## config.mk

```make
export PLATFORM = sky130hd
export DESIGN_NAME = dircc_input_buffer_flat
export DESIGN_NICKNAME = d
export VERILOG_FILES = /design/src/rtl/dircc_st_if.sv /design/src/rtl/dircc_input_buffer.sv /design/src/flat_wrapper.sv
export SDC_FILE = /design/constraint.sdc
export NUM_CORES = 1
export LEC_CHECK = 0
export CORE_MARGIN = 5
export CORE_UTILIZATION = 54
export CTS_CLUSTER_SIZE = 25
export DETAILED_ROUTE_END_ITERATION = 6
export PLACE_DENSITY_LB_ADDON = 0.3
export RECOVER_POWER = 50
export REMOVE_ABC_BUFFERS = 1
export SYNTH_ARGS = -nofsm -noshare
export SYNTH_HDL_FRONTEND = slang
export SYNTH_SLANG_ARGS = --single-unit
```

## constraint.sdc

```tcl
create_clock -name clk_clk -period 5.4 [get_ports clk_clk]
set_input_delay 1.62 -clock clk_clk [delete_from_list [all_inputs] [get_ports clk_clk]]
set_output_delay 1.62 -clock clk_clk [all_outputs]
set_load 0.1 [all_outputs]
```

## src/rtl/dircc_st_if.sv

```systemverilog
// Avalon-ST packet stream bundle shared by the dircc input buffer and the router ports.
// master drives the payload and framing; slave returns ready (readyLatency 0).
interface dircc_st_if #(
  parameter int DATA_WIDTH  = 32,
  parameter int EMPTY_WIDTH = 2
);
  logic [DATA_WIDTH-1:0]  data;
  logic                   valid;
  logic                   ready;
  logic                   startofpacket;
  logic                   endofpacket;
  logic [EMPTY_WIDTH-1:0] empty;

  modport master (
    output data, valid, startofpacket, endofpacket, empty,
    input  ready
  );

  modport slave (
    input  data, valid, startofpacket, endofpacket, empty,
    output ready
  );
endinterface

```

## src/rtl/dircc_input_buffer.sv

```systemverilog
// Per-direction packet FIFO in front of a dircc_routing input port.
// A packet is only offered downstream once its EOP word is stored, unless it cannot fit.
module dircc_input_buffer #(
  parameter int DATA_WIDTH  = 32,
  parameter int EMPTY_WIDTH = 2,
  parameter int DEPTH       = 16,
  parameter int ADDR_WIDTH  = 4,
  parameter int CUT_THROUGH = 0
) (
  input  logic                  clk_clk,
  input  logic                  reset_reset_n,
  dircc_st_if.slave             sink,
  dircc_st_if.master            source,
  output logic [ADDR_WIDTH:0]   fill_level,
  output logic [ADDR_WIDTH:0]   packet_count
);

  typedef struct packed {
    logic [DATA_WIDTH-1:0]  data;
    logic                   sop;
    logic                   eop;
    logic [EMPTY_WIDTH-1:0] empty;
  } entry_t;

  typedef enum logic {
    GATE,
    FORWARD
  } state_t;

  localparam logic [ADDR_WIDTH:0] FULL_COUNT = (ADDR_WIDTH + 1)'(DEPTH);

  entry_t                mem [DEPTH];
  entry_t                head;
  logic [ADDR_WIDTH-1:0] wr_ptr;
  logic [ADDR_WIDTH-1:0] rd_ptr;
  logic [ADDR_WIDTH:0]   count;
  logic [ADDR_WIDTH:0]   pkt_count;
  state_t                state;
  state_t                state_next;
  logic                  valid;
  logic                  wr_en;
  logic                  rd_en;
  logic                  wr_eop;
  logic                  rd_eop;

  // Show-ahead: the head entry drives the source side combinationally.
  assign head                 = mem[rd_ptr];
  assign source.data          = head.data;
  assign source.startofpacket = head.sop;
  assign source.endofpacket   = head.eop;
  assign source.empty         = head.empty;
  assign source.valid         = valid;

  assign sink.ready = (count != FULL_COUNT);
  assign wr_en      = sink.valid & sink.ready;
  assign rd_en      = valid & source.ready;
  assign wr_eop     = wr_en & sink.endofpacket;
  assign rd_eop     = rd_en & head.eop;

  assign fill_level   = count;
  assign packet_count = pkt_count;

  // NOTE: the storage array is deliberately not reset; count decides which entries are meaningful.
  always_ff @(posedge clk_clk) begin
    if (wr_en) begin
      mem[wr_ptr] <= '{data:  sink.data,
                       sop:   sink.startofpacket,
                       eop:   sink.endofpacket,
                       empty: sink.empty};
    end
  end

  // NOTE: all state registers use non-blocking assignments so every flop samples pre-edge values.
  always_ff @(posedge clk_clk or negedge reset_reset_n) begin
    if (!reset_reset_n) begin
      wr_ptr    <= '0;
      rd_ptr    <= '0;
      count     <= '0;
      pkt_count <= '0;
      state     <= GATE;
    end else begin
      state <= state_next;
      if (wr_en) wr_ptr <= wr_ptr + 1'b1;
      if (rd_en) rd_ptr <= rd_ptr + 1'b1;

      case ({wr_en, rd_en})
        2'b10:   count <= count + 1'b1;
        2'b01:   count <= count - 1'b1;
        default: count <= count;
      endcase

      case ({wr_eop, rd_eop})
        2'b10:   pkt_count <= pkt_count + 1'b1;
        2'b01:   pkt_count <= pkt_count - 1'b1;
        default: pkt_count <= pkt_count;
      endcase
    end
  end

  // A full FIFO with no complete packet is released anyway so oversize packets cannot deadlock the link.
  // NOTE: every output of this block gets a default first so no latch is inferred.
  always_comb begin
    state_next = state;
    valid      = 1'b0;
    case (state)
      GATE: begin
        valid = (count != '0) && ((pkt_count != '0) || (count == FULL_COUNT));
        if (valid && source.ready && !head.eop) state_next = FORWARD;
      end
      FORWARD: begin
        valid = (count != '0);
        if (valid && source.ready && head.eop) state_next = GATE;
      end
      default: state_next = GATE;
    endcase
    if (CUT_THROUGH != 0) valid = (count != '0);
  end

endmodule

```

## src/flat_wrapper.sv

```systemverilog
// flat-port wrapper written by rule: the top's interface ports become plain ports
module dircc_input_buffer_flat 
#(
  parameter int DATA_WIDTH  = 32,
  parameter int EMPTY_WIDTH = 2,
  parameter int DEPTH       = 16,
  parameter int ADDR_WIDTH  = 4,
  parameter int CUT_THROUGH = 0
)
  (clk_clk, reset_reset_n, fill_level, packet_count, sink_data, sink_valid, sink_startofpacket, sink_endofpacket, sink_empty, sink_ready, source_data, source_valid, source_startofpacket, source_endofpacket, source_empty, source_ready);
  dircc_st_if #(.DATA_WIDTH(DATA_WIDTH), .EMPTY_WIDTH(EMPTY_WIDTH)) sink_i ();
  dircc_st_if #(.DATA_WIDTH(DATA_WIDTH), .EMPTY_WIDTH(EMPTY_WIDTH)) source_i ();
  input  logic clk_clk;
  input  logic reset_reset_n;
  output logic [ADDR_WIDTH:0] fill_level;
  output logic [ADDR_WIDTH:0] packet_count;
  input wire logic [$bits(sink_i.data)-1:0] sink_data;
  input wire logic [$bits(sink_i.valid)-1:0] sink_valid;
  input wire logic [$bits(sink_i.startofpacket)-1:0] sink_startofpacket;
  input wire logic [$bits(sink_i.endofpacket)-1:0] sink_endofpacket;
  input wire logic [$bits(sink_i.empty)-1:0] sink_empty;
  output wire logic [$bits(sink_i.ready)-1:0] sink_ready;
  output wire logic [$bits(source_i.data)-1:0] source_data;
  output wire logic [$bits(source_i.valid)-1:0] source_valid;
  output wire logic [$bits(source_i.startofpacket)-1:0] source_startofpacket;
  output wire logic [$bits(source_i.endofpacket)-1:0] source_endofpacket;
  output wire logic [$bits(source_i.empty)-1:0] source_empty;
  input wire logic [$bits(source_i.ready)-1:0] source_ready;
  assign sink_i.data = sink_data;
  assign sink_i.valid = sink_valid;
  assign sink_i.startofpacket = sink_startofpacket;
  assign sink_i.endofpacket = sink_endofpacket;
  assign sink_i.empty = sink_empty;
  assign sink_ready = sink_i.ready;
  assign source_data = source_i.data;
  assign source_valid = source_i.valid;
  assign source_startofpacket = source_i.startofpacket;
  assign source_endofpacket = source_i.endofpacket;
  assign source_empty = source_i.empty;
  assign source_i.ready = source_ready;
  dircc_input_buffer #(.DATA_WIDTH(DATA_WIDTH), .EMPTY_WIDTH(EMPTY_WIDTH), .DEPTH(DEPTH), .ADDR_WIDTH(ADDR_WIDTH), .CUT_THROUGH(CUT_THROUGH)) u_core (.clk_clk(clk_clk), .reset_reset_n(reset_reset_n), .sink(sink_i), .source(source_i), .fill_level(fill_level), .packet_count(packet_count));
endmodule
```

==> flow_metrics.env, run 1 <==
export IMPL_outcome="finished clean"
export IMPL_via_count=11728
export IMPL_yosysTopAreaCell="edfxtp_1"
export IMPL_cts_hold_buffers=0
export IMPL_synth_area_mm2=0.0232
export IMPL_gr_total_overflow=0
export IMPL_cts_setup_buffers=0
export IMPL_cp_slowest_cell="dfrtp_2"
export IMPL_clock_insertion_delay_worst_skew_ns=0.60
export IMPL_worstSetupStartpoint="u_core.rd_ptr[2]$_DFFE_PN0P_"
export IMPL_whs_ns=0.503
export IMPL_fmax_mhz=207
export IMPL_cts_sinks=595
export IMPL_cts_htree_levels=2
export IMPL_syn_inst=1201
export IMPL_nNetsFinal=1374
export IMPL_critPathMaxFanout=23
export IMPL_dp_cells=1807
export IMPL_path_class="reg -> out"
export IMPL_slew_headroom=0.317
export IMPL_synthXorXnorAreaFrac=0.00604
export IMPL_async_flop_share=0.0319
export IMPL_cts_buffer_depth=3
export IMPL_synthTopCellsByArea="edfxtp_1 75%, mux4_2 7.2%, mux2i_1 4.6%"
export IMPL_grt_setup_unrepaired="false"
export IMPL_wl_met1_um=21100
export IMPL_synth_ff_latch_count=595
export IMPL_die_x_um=217
export IMPL_wl_met2_um=23800
export IMPL_path_cells="and2_2, buf_4, a221oi_1, a22oi_1, nand2_1, buf_12"
export IMPL_worst_hold_startpoint="u_core.state$_DFF_PN0_"
export IMPL_synthAdderAreaFrac=0.00787
export IMPL_slowest_delay_ns=0.73
export IMPL_worstSetupEndpointType="primary output"
export IMPL_fillers=2892
export IMPL_grt_pass1_wl_um=74500
export IMPL_drive_gt1_frac=0.209
export IMPL_cp_start_kind="register"
export IMPL_start_util=0.543
export IMPL_dr_wl_met3_um=3230
export IMPL_final_max_slew_violation_count=0
export IMPL_fp_dieH_um=217
export IMPL_synth_avg_cell_area_um2=19.3
export IMPL_totalWireLength_um=49000
export IMPL_hpwlAfterDp_um=26100
export IMPL_layout_worst_path_cycle_share=0.893
export IMPL_clk_pin_slew_ns=0.06
export IMPL_synthFlopType="edfxtp_1"
export IMPL_fin_cells=1914
export IMPL_seq_area_frac_synth=0.766
export IMPL_port_buffers=87
export IMPL_setup_viol=0
export IMPL_highest_layer="met4"
export IMPL_synth_compound_area_frac=0.0541
export IMPL_numCtsBuffers=57
export IMPL_io_pins=88
export IMPL_firstDrtPassIters=7
export IMPL_root_buffer="clkbuf_16"
export IMPL_antenna_found_initial=3
export IMPL_routed_via_density=6.13
export IMPL_num_rows=76
export IMPL_finish_utilization=0.633
export IMPL_finalCriticalPeriod_ns=4.82
export IMPL_cts_resized=0
export IMPL_synthMuxAreaShare=0.136
export IMPL_worst_clock_skew_ns=0.0112
export IMPL_rr_startpoint="u_core.rd_ptr[1]$_DFFE_PN0P_"
export IMPL_grt_usage=0.209
export IMPL_ys_warnings_count=0
export IMPL_drc=0
export IMPL_finalHoldViolCount=0
export IMPL_design_core_area_mm2=0.0428
export IMPL_hold_class="reg -> reg"
export IMPL_synth_simple_area_share=0.0157
export IMPL_yosysMostFrequentCell="edfxtp_1"
export IMPL_worst_pin_slew_ns=1.02
export IMPL_setup_slack_ns=0.576
export IMPL_synth_top_family_by_area="multiplexers"
export IMPL_cts_tree="done"
export IMPL_ys_types=37
export IMPL_die_area_mm2=0.0472
export IMPL_gp_congestion=0.750
export IMPL_critPathRequiredTime_ns=3.78
export IMPL_avgRoutedWirePerCell_um=25.6
export IMPL_synth_edff_count=576
export IMPL_first_global_vias=12128
export IMPL_yosys_top_cells_count="576 x edfxtp_1, 106 x mux2i_1, 79 x o21ai_0"
export IMPL_maxCapViolCount=0
export IMPL_drtIter0Drc=1035
export IMPL_ant_nets=0
export IMPL_synth_top_area_frac=0.745
export IMPL_dp_slack_ns=1.05
export IMPL_arrival_ns=3.20
export IMPL_grt_max_degree=60
export IMPL_synthToLayoutAreaGrowth_pct=16.7
==> sequential cells by signal, summed over array words and instances (netlist names) <==
register and count:
u_core.fill_level 5, u_core.mem 576, u_core.packet_count 5, u_core.rd_ptr 4, u_core.state 1, u_core.wr_ptr 4
==> layer usage <==
metal / track usage / vias to the layer above
met5: 0 / -
li1: - / 5138
met3: 0.0433 / 71
met1: 0.301 / 6104
met2: 0.336 / 415
met4: 0.0503 / 0
==> final cells by class <==
| type | instances | area, um^2 | share of cell area |
|---|---|---|---|
| Antenna cell | 3 | 7.51 | 0.000277 |
| Clock buffer | 78 | 1580 | 0.0582 |
| Clock inverter | 26 | 226 | 0.00836 |
| Inverter | 10 | 37.5 | 0.00139 |
| Multi-Input combinational cell | 531 | 5180 | 0.191 |
| Sequential cell | 595 | 17800 | 0.656 |
| Tap cell | 546 | 683 | 0.0252 |
| Timing Repair Buffer | 125 | 1600 | 0.0591 |
==> worst paths after layout <==
kind | to | slack [ns] | cells after the start
worst max-delay path | source_data[7] | 0.58 | 6
worst min-delay path | u_core.state$_DFF_PN0_ | 0.50 | 1
worst max register to register | u_core.packet_count[4]$_DFFE_PN0P_ | 1.47 | 12
worst min register to register | u_core.state$_DFF_PN0_ | 0.50 | 1
max in group asynchronous | u_core.rd_ptr[0]$_DFFE_PN0P_ | 3.16 | 1
min in group asynchronous | u_core.packet_count[0]$_DFFE_PN0P_ | 1.59 | 1
==> critical path: cells and delay by family, from the launching register on <==
family	cells	cell delay, ns
flip-flops	1	0.73
buffers and inverters	2	0.65
AND/OR/NAND/NOR	2	0.81
AO/OA/AOI/OAI	2	0.39
==> metrics by stage <==
step | area, um^2 | TNS (ns)
2_1_floorplan | 22900 | -200.68
3_3_place_gp | 25300 | 0
3_5_place_dp | 25300 | 0
4_1_cts | 27100 | 0
5_1_grt | 27100 | 0
6_report | 27100 | 0
==> cells in the final DEF (no fill, tap or decap), drive strengths merged, types with 2 or more instances in the layout <==
cell type	synthesis	routed
mux4	74	74
nor2b	3	3
dlygate4sd3	0	39
a31oi	2	2
clkdlybuf4s50	0	12
o21ai	80	80
nor2	15	15
and2	2	2
nand2b	2	2
buf	35	73
nor4	2	2
nand3	2	2
mux2i	106	106
nor3	4	4
clkbuf	30	79
mux2	38	38
bufinv	0	4
inv	10	11
nand2	52	52
diode	0	3
xnor2	8	8
ha	13	13
clkinv	0	20
a22oi	35	35
edfxtp	576	576
dfrtp	19	19
xor2	8	8
a21oi	40	40
a221oi	35	35
==> kinds of logic after synthesis <==
family,count (synthesis)
flops,595
xor+xnor,16
compound gates,198
fa+ha+maj,14
buf+inv,75
mux,218
simple gates,85
Power of run 1 is not shown: default switching activity piles up to over one toggle a cycle in this logic, so the estimate is an artifact.
==> run 2, diff against run 1 <==
CTS_BUF_LIST = sky130_fd_sc_hd__clkbuf_2 sky130_fd_sc_hd__clkbuf_4 sky130_fd_sc_hd__clkbuf_8   (was default)
GPL_ROUTABILITY_DRIVEN = 0   (was default)
==> run 2 against run 1 <==
Design area shrank 0.31%. Via count grew 1.1%. Flip-flop and latch count is the same. Non-clock buffer count is the same. Setup slack lost 0.028 ns. Critical path depth is the same. Critical path type unchanged.
==> flow_metrics.env, run 2 (same netlist as run 1, synthesis figures left out) <==
export IMPL_use_met2=0.331
export IMPL_grt_setup_unrepaired="false"
export IMPL_final_cell_mix="576 x edfxtp_1, 106 x mux2i_1, 96 x clkbuf_8, 79 x o21ai_0, 74 x mux4_2"
export IMPL_routed_via_density=6.02
export IMPL_use_met3=0.0394
export IMPL_worstSetupEndpointType="primary output"
export IMPL_setup_viol=0
export IMPL_cts_tree="done"
export IMPL_die_x_um=217
export IMPL_cts_htree_levels=3
export IMPL_grt_usage=0.208
export IMPL_cts_sinks=595
export IMPL_outcome="finished clean"
export IMPL_worst_pin_slew_ns=1.01
export IMPL_path_class="reg -> out"
export IMPL_avgRoutedWirePerCell_um=24.5
export IMPL_start_util=0.543
export IMPL_gr_total_overflow=0
export IMPL_cts_buffer_depth=3
export IMPL_slew_headroom=0.330
export IMPL_drtIter0Drc=940
export IMPL_largest_reg_flops=576
export IMPL_numCtsBuffers=90
export IMPL_cts_hold_buffers=0
export IMPL_design_core_area_mm2=0.0428
export IMPL_io_pins=88
export IMPL_busiest_layer="met2"
export IMPL_critPathMaxFanout=23
export IMPL_die_area_mm2=0.0472
export IMPL_arrival_ns=3.23
export IMPL_num_rows=76
export IMPL_grt_pass1_wl_um=74100
export IMPL_fmax_mhz=206
export IMPL_ant_nets=0
export IMPL_totalWireLength_um=48300
export IMPL_drc=0
export IMPL_grt_max_degree=60
export IMPL_hold_class="reg -> reg"
export IMPL_fp_dieH_um=217
export IMPL_cts_setup_buffers=0
export IMPL_worst_clock_skew_ns=0.0206
export IMPL_layout_worst_path_cycle_share=0.899
export IMPL_finalCriticalPeriod_ns=4.85
export IMPL_antenna_found_initial=4
export IMPL_first_global_vias=12386
export IMPL_r2r_slack_ns=1.49
export IMPL_top_register="u_core.mem"
export IMPL_synthToLayoutAreaGrowth_pct=16.4
export IMPL_port_buffers=87
export IMPL_maxCapViolCount=0
export IMPL_critPathRequiredTime_ns=3.78
export IMPL_clk_pin_slew_ns=0.06
export IMPL_cts_resized=0
export IMPL_drive_gt1_frac=0.244
export IMPL_finalHoldViolCount=0
export IMPL_via_count=11852
export IMPL_setup_slack_ns=0.547
export IMPL_cp_start_kind="register"
export IMPL_use_met1=0.296
export IMPL_root_buffer="clkbuf_8"
export IMPL_dp_slack_ns=1.05
export IMPL_nNetsFinal=1407
export IMPL_clock_insertion_delay_worst_skew_ns=0.62
export IMPL_fillers=2906
export IMPL_final_max_slew_violation_count=0
export IMPL_final_common_cell="edfxtp_1"
export IMPL_firstDrtPassIters=5
export IMPL_hpwlAfterDp_um=26100
==> run 2: cell types whose count changed in the layout (fill, tap and decap cells not counted), moves of 2 or more <==
| cell | previous run | this run |
|---|---|---|
| clkinv_1 | 11 | 20 |
| bufinv_16 | 4 | 1 |
| clkbuf_8 | 3 | 96 |
| clkinv_2 | 8 | 10 |
| clkbuf_16 | 59 | 0 |
| clkbuf_4 | 0 | 30 |
| clkbuf_1 | 17 | 1 |
==> run 2: final cells by class <==
class                   instances  area [um^2]  share of cell area
diodes                          4         10.0            0.000371
clock buffers                 126         1550              0.0572
inverters                      10         37.5             0.00139
flip-flops and latches        595        17800               0.658
multi-input cells             531         5180               0.192
repair buffers                125         1600              0.0592
clock inverters                33          170             0.00630
well taps                     546          683              0.0253
==> run 2: worst max-delay path: stages (launching register included) <==
cell	delay, ns
dfrtp_2	0.73
and2_2	0.66
buf_4	0.45
a221oi_1	0.18
a22oi_1	0.21
nand2_1	0.15
buf_12	0.20
==> run 2: per-layer routing <==
layer  part of all wire  wire (um)
met3              0.066       3180
met5                  0          0
met2               0.49      23500
met1               0.43      20700
met4              0.018        889
==> run 2: path summary, 6_finish.rpt <==
check	from	to	cells after the start
min in group asynchronous	reset_reset_n	u_core.packet_count[3]$_DFFE_PN0P_	1
setup / recovery	u_core.rd_ptr[2]$_DFFE_PN0P_	source_data[7]	6
hold / removal	u_core.state$_DFF_PN0_	u_core.state$_DFF_PN0_	1
hold reg to reg	u_core.state$_DFF_PN0_	u_core.state$_DFF_PN0_	1
max in group asynchronous	reset_reset_n	u_core.rd_ptr[1]$_DFFE_PN0P_	1
setup reg to reg	u_core.rd_ptr[1]$_DFFE_PN0P_	u_core.packet_count[4]$_DFFE_PN0P_	12
==> run 2: per-stage QoR <==
| step | util | hold slack, ns | TNS [ns] | cells | cell area (um^2) |
|---|---|---|---|---|---|
| 2_1_floorplan | - | 0.469 | -200.68 | 1136 | 22900 |
| 3_3_place_gp | 0.592 | 0.493 | 0 | 1807 | 25300 |
| 3_5_place_dp | 0.592 | 0.496 | 0 | 1807 | 25300 |
| 4_1_cts | 0.632 | 0.510 | 0 | 1966 | 27000 |
| 5_1_grt | 0.631 | 0.522 | 0 | 1968 | 27000 |
| 6_report | 0.631 | 0.505 | 0 | 1970 | 27000 |
Power of run 2 is left out for the same reason.
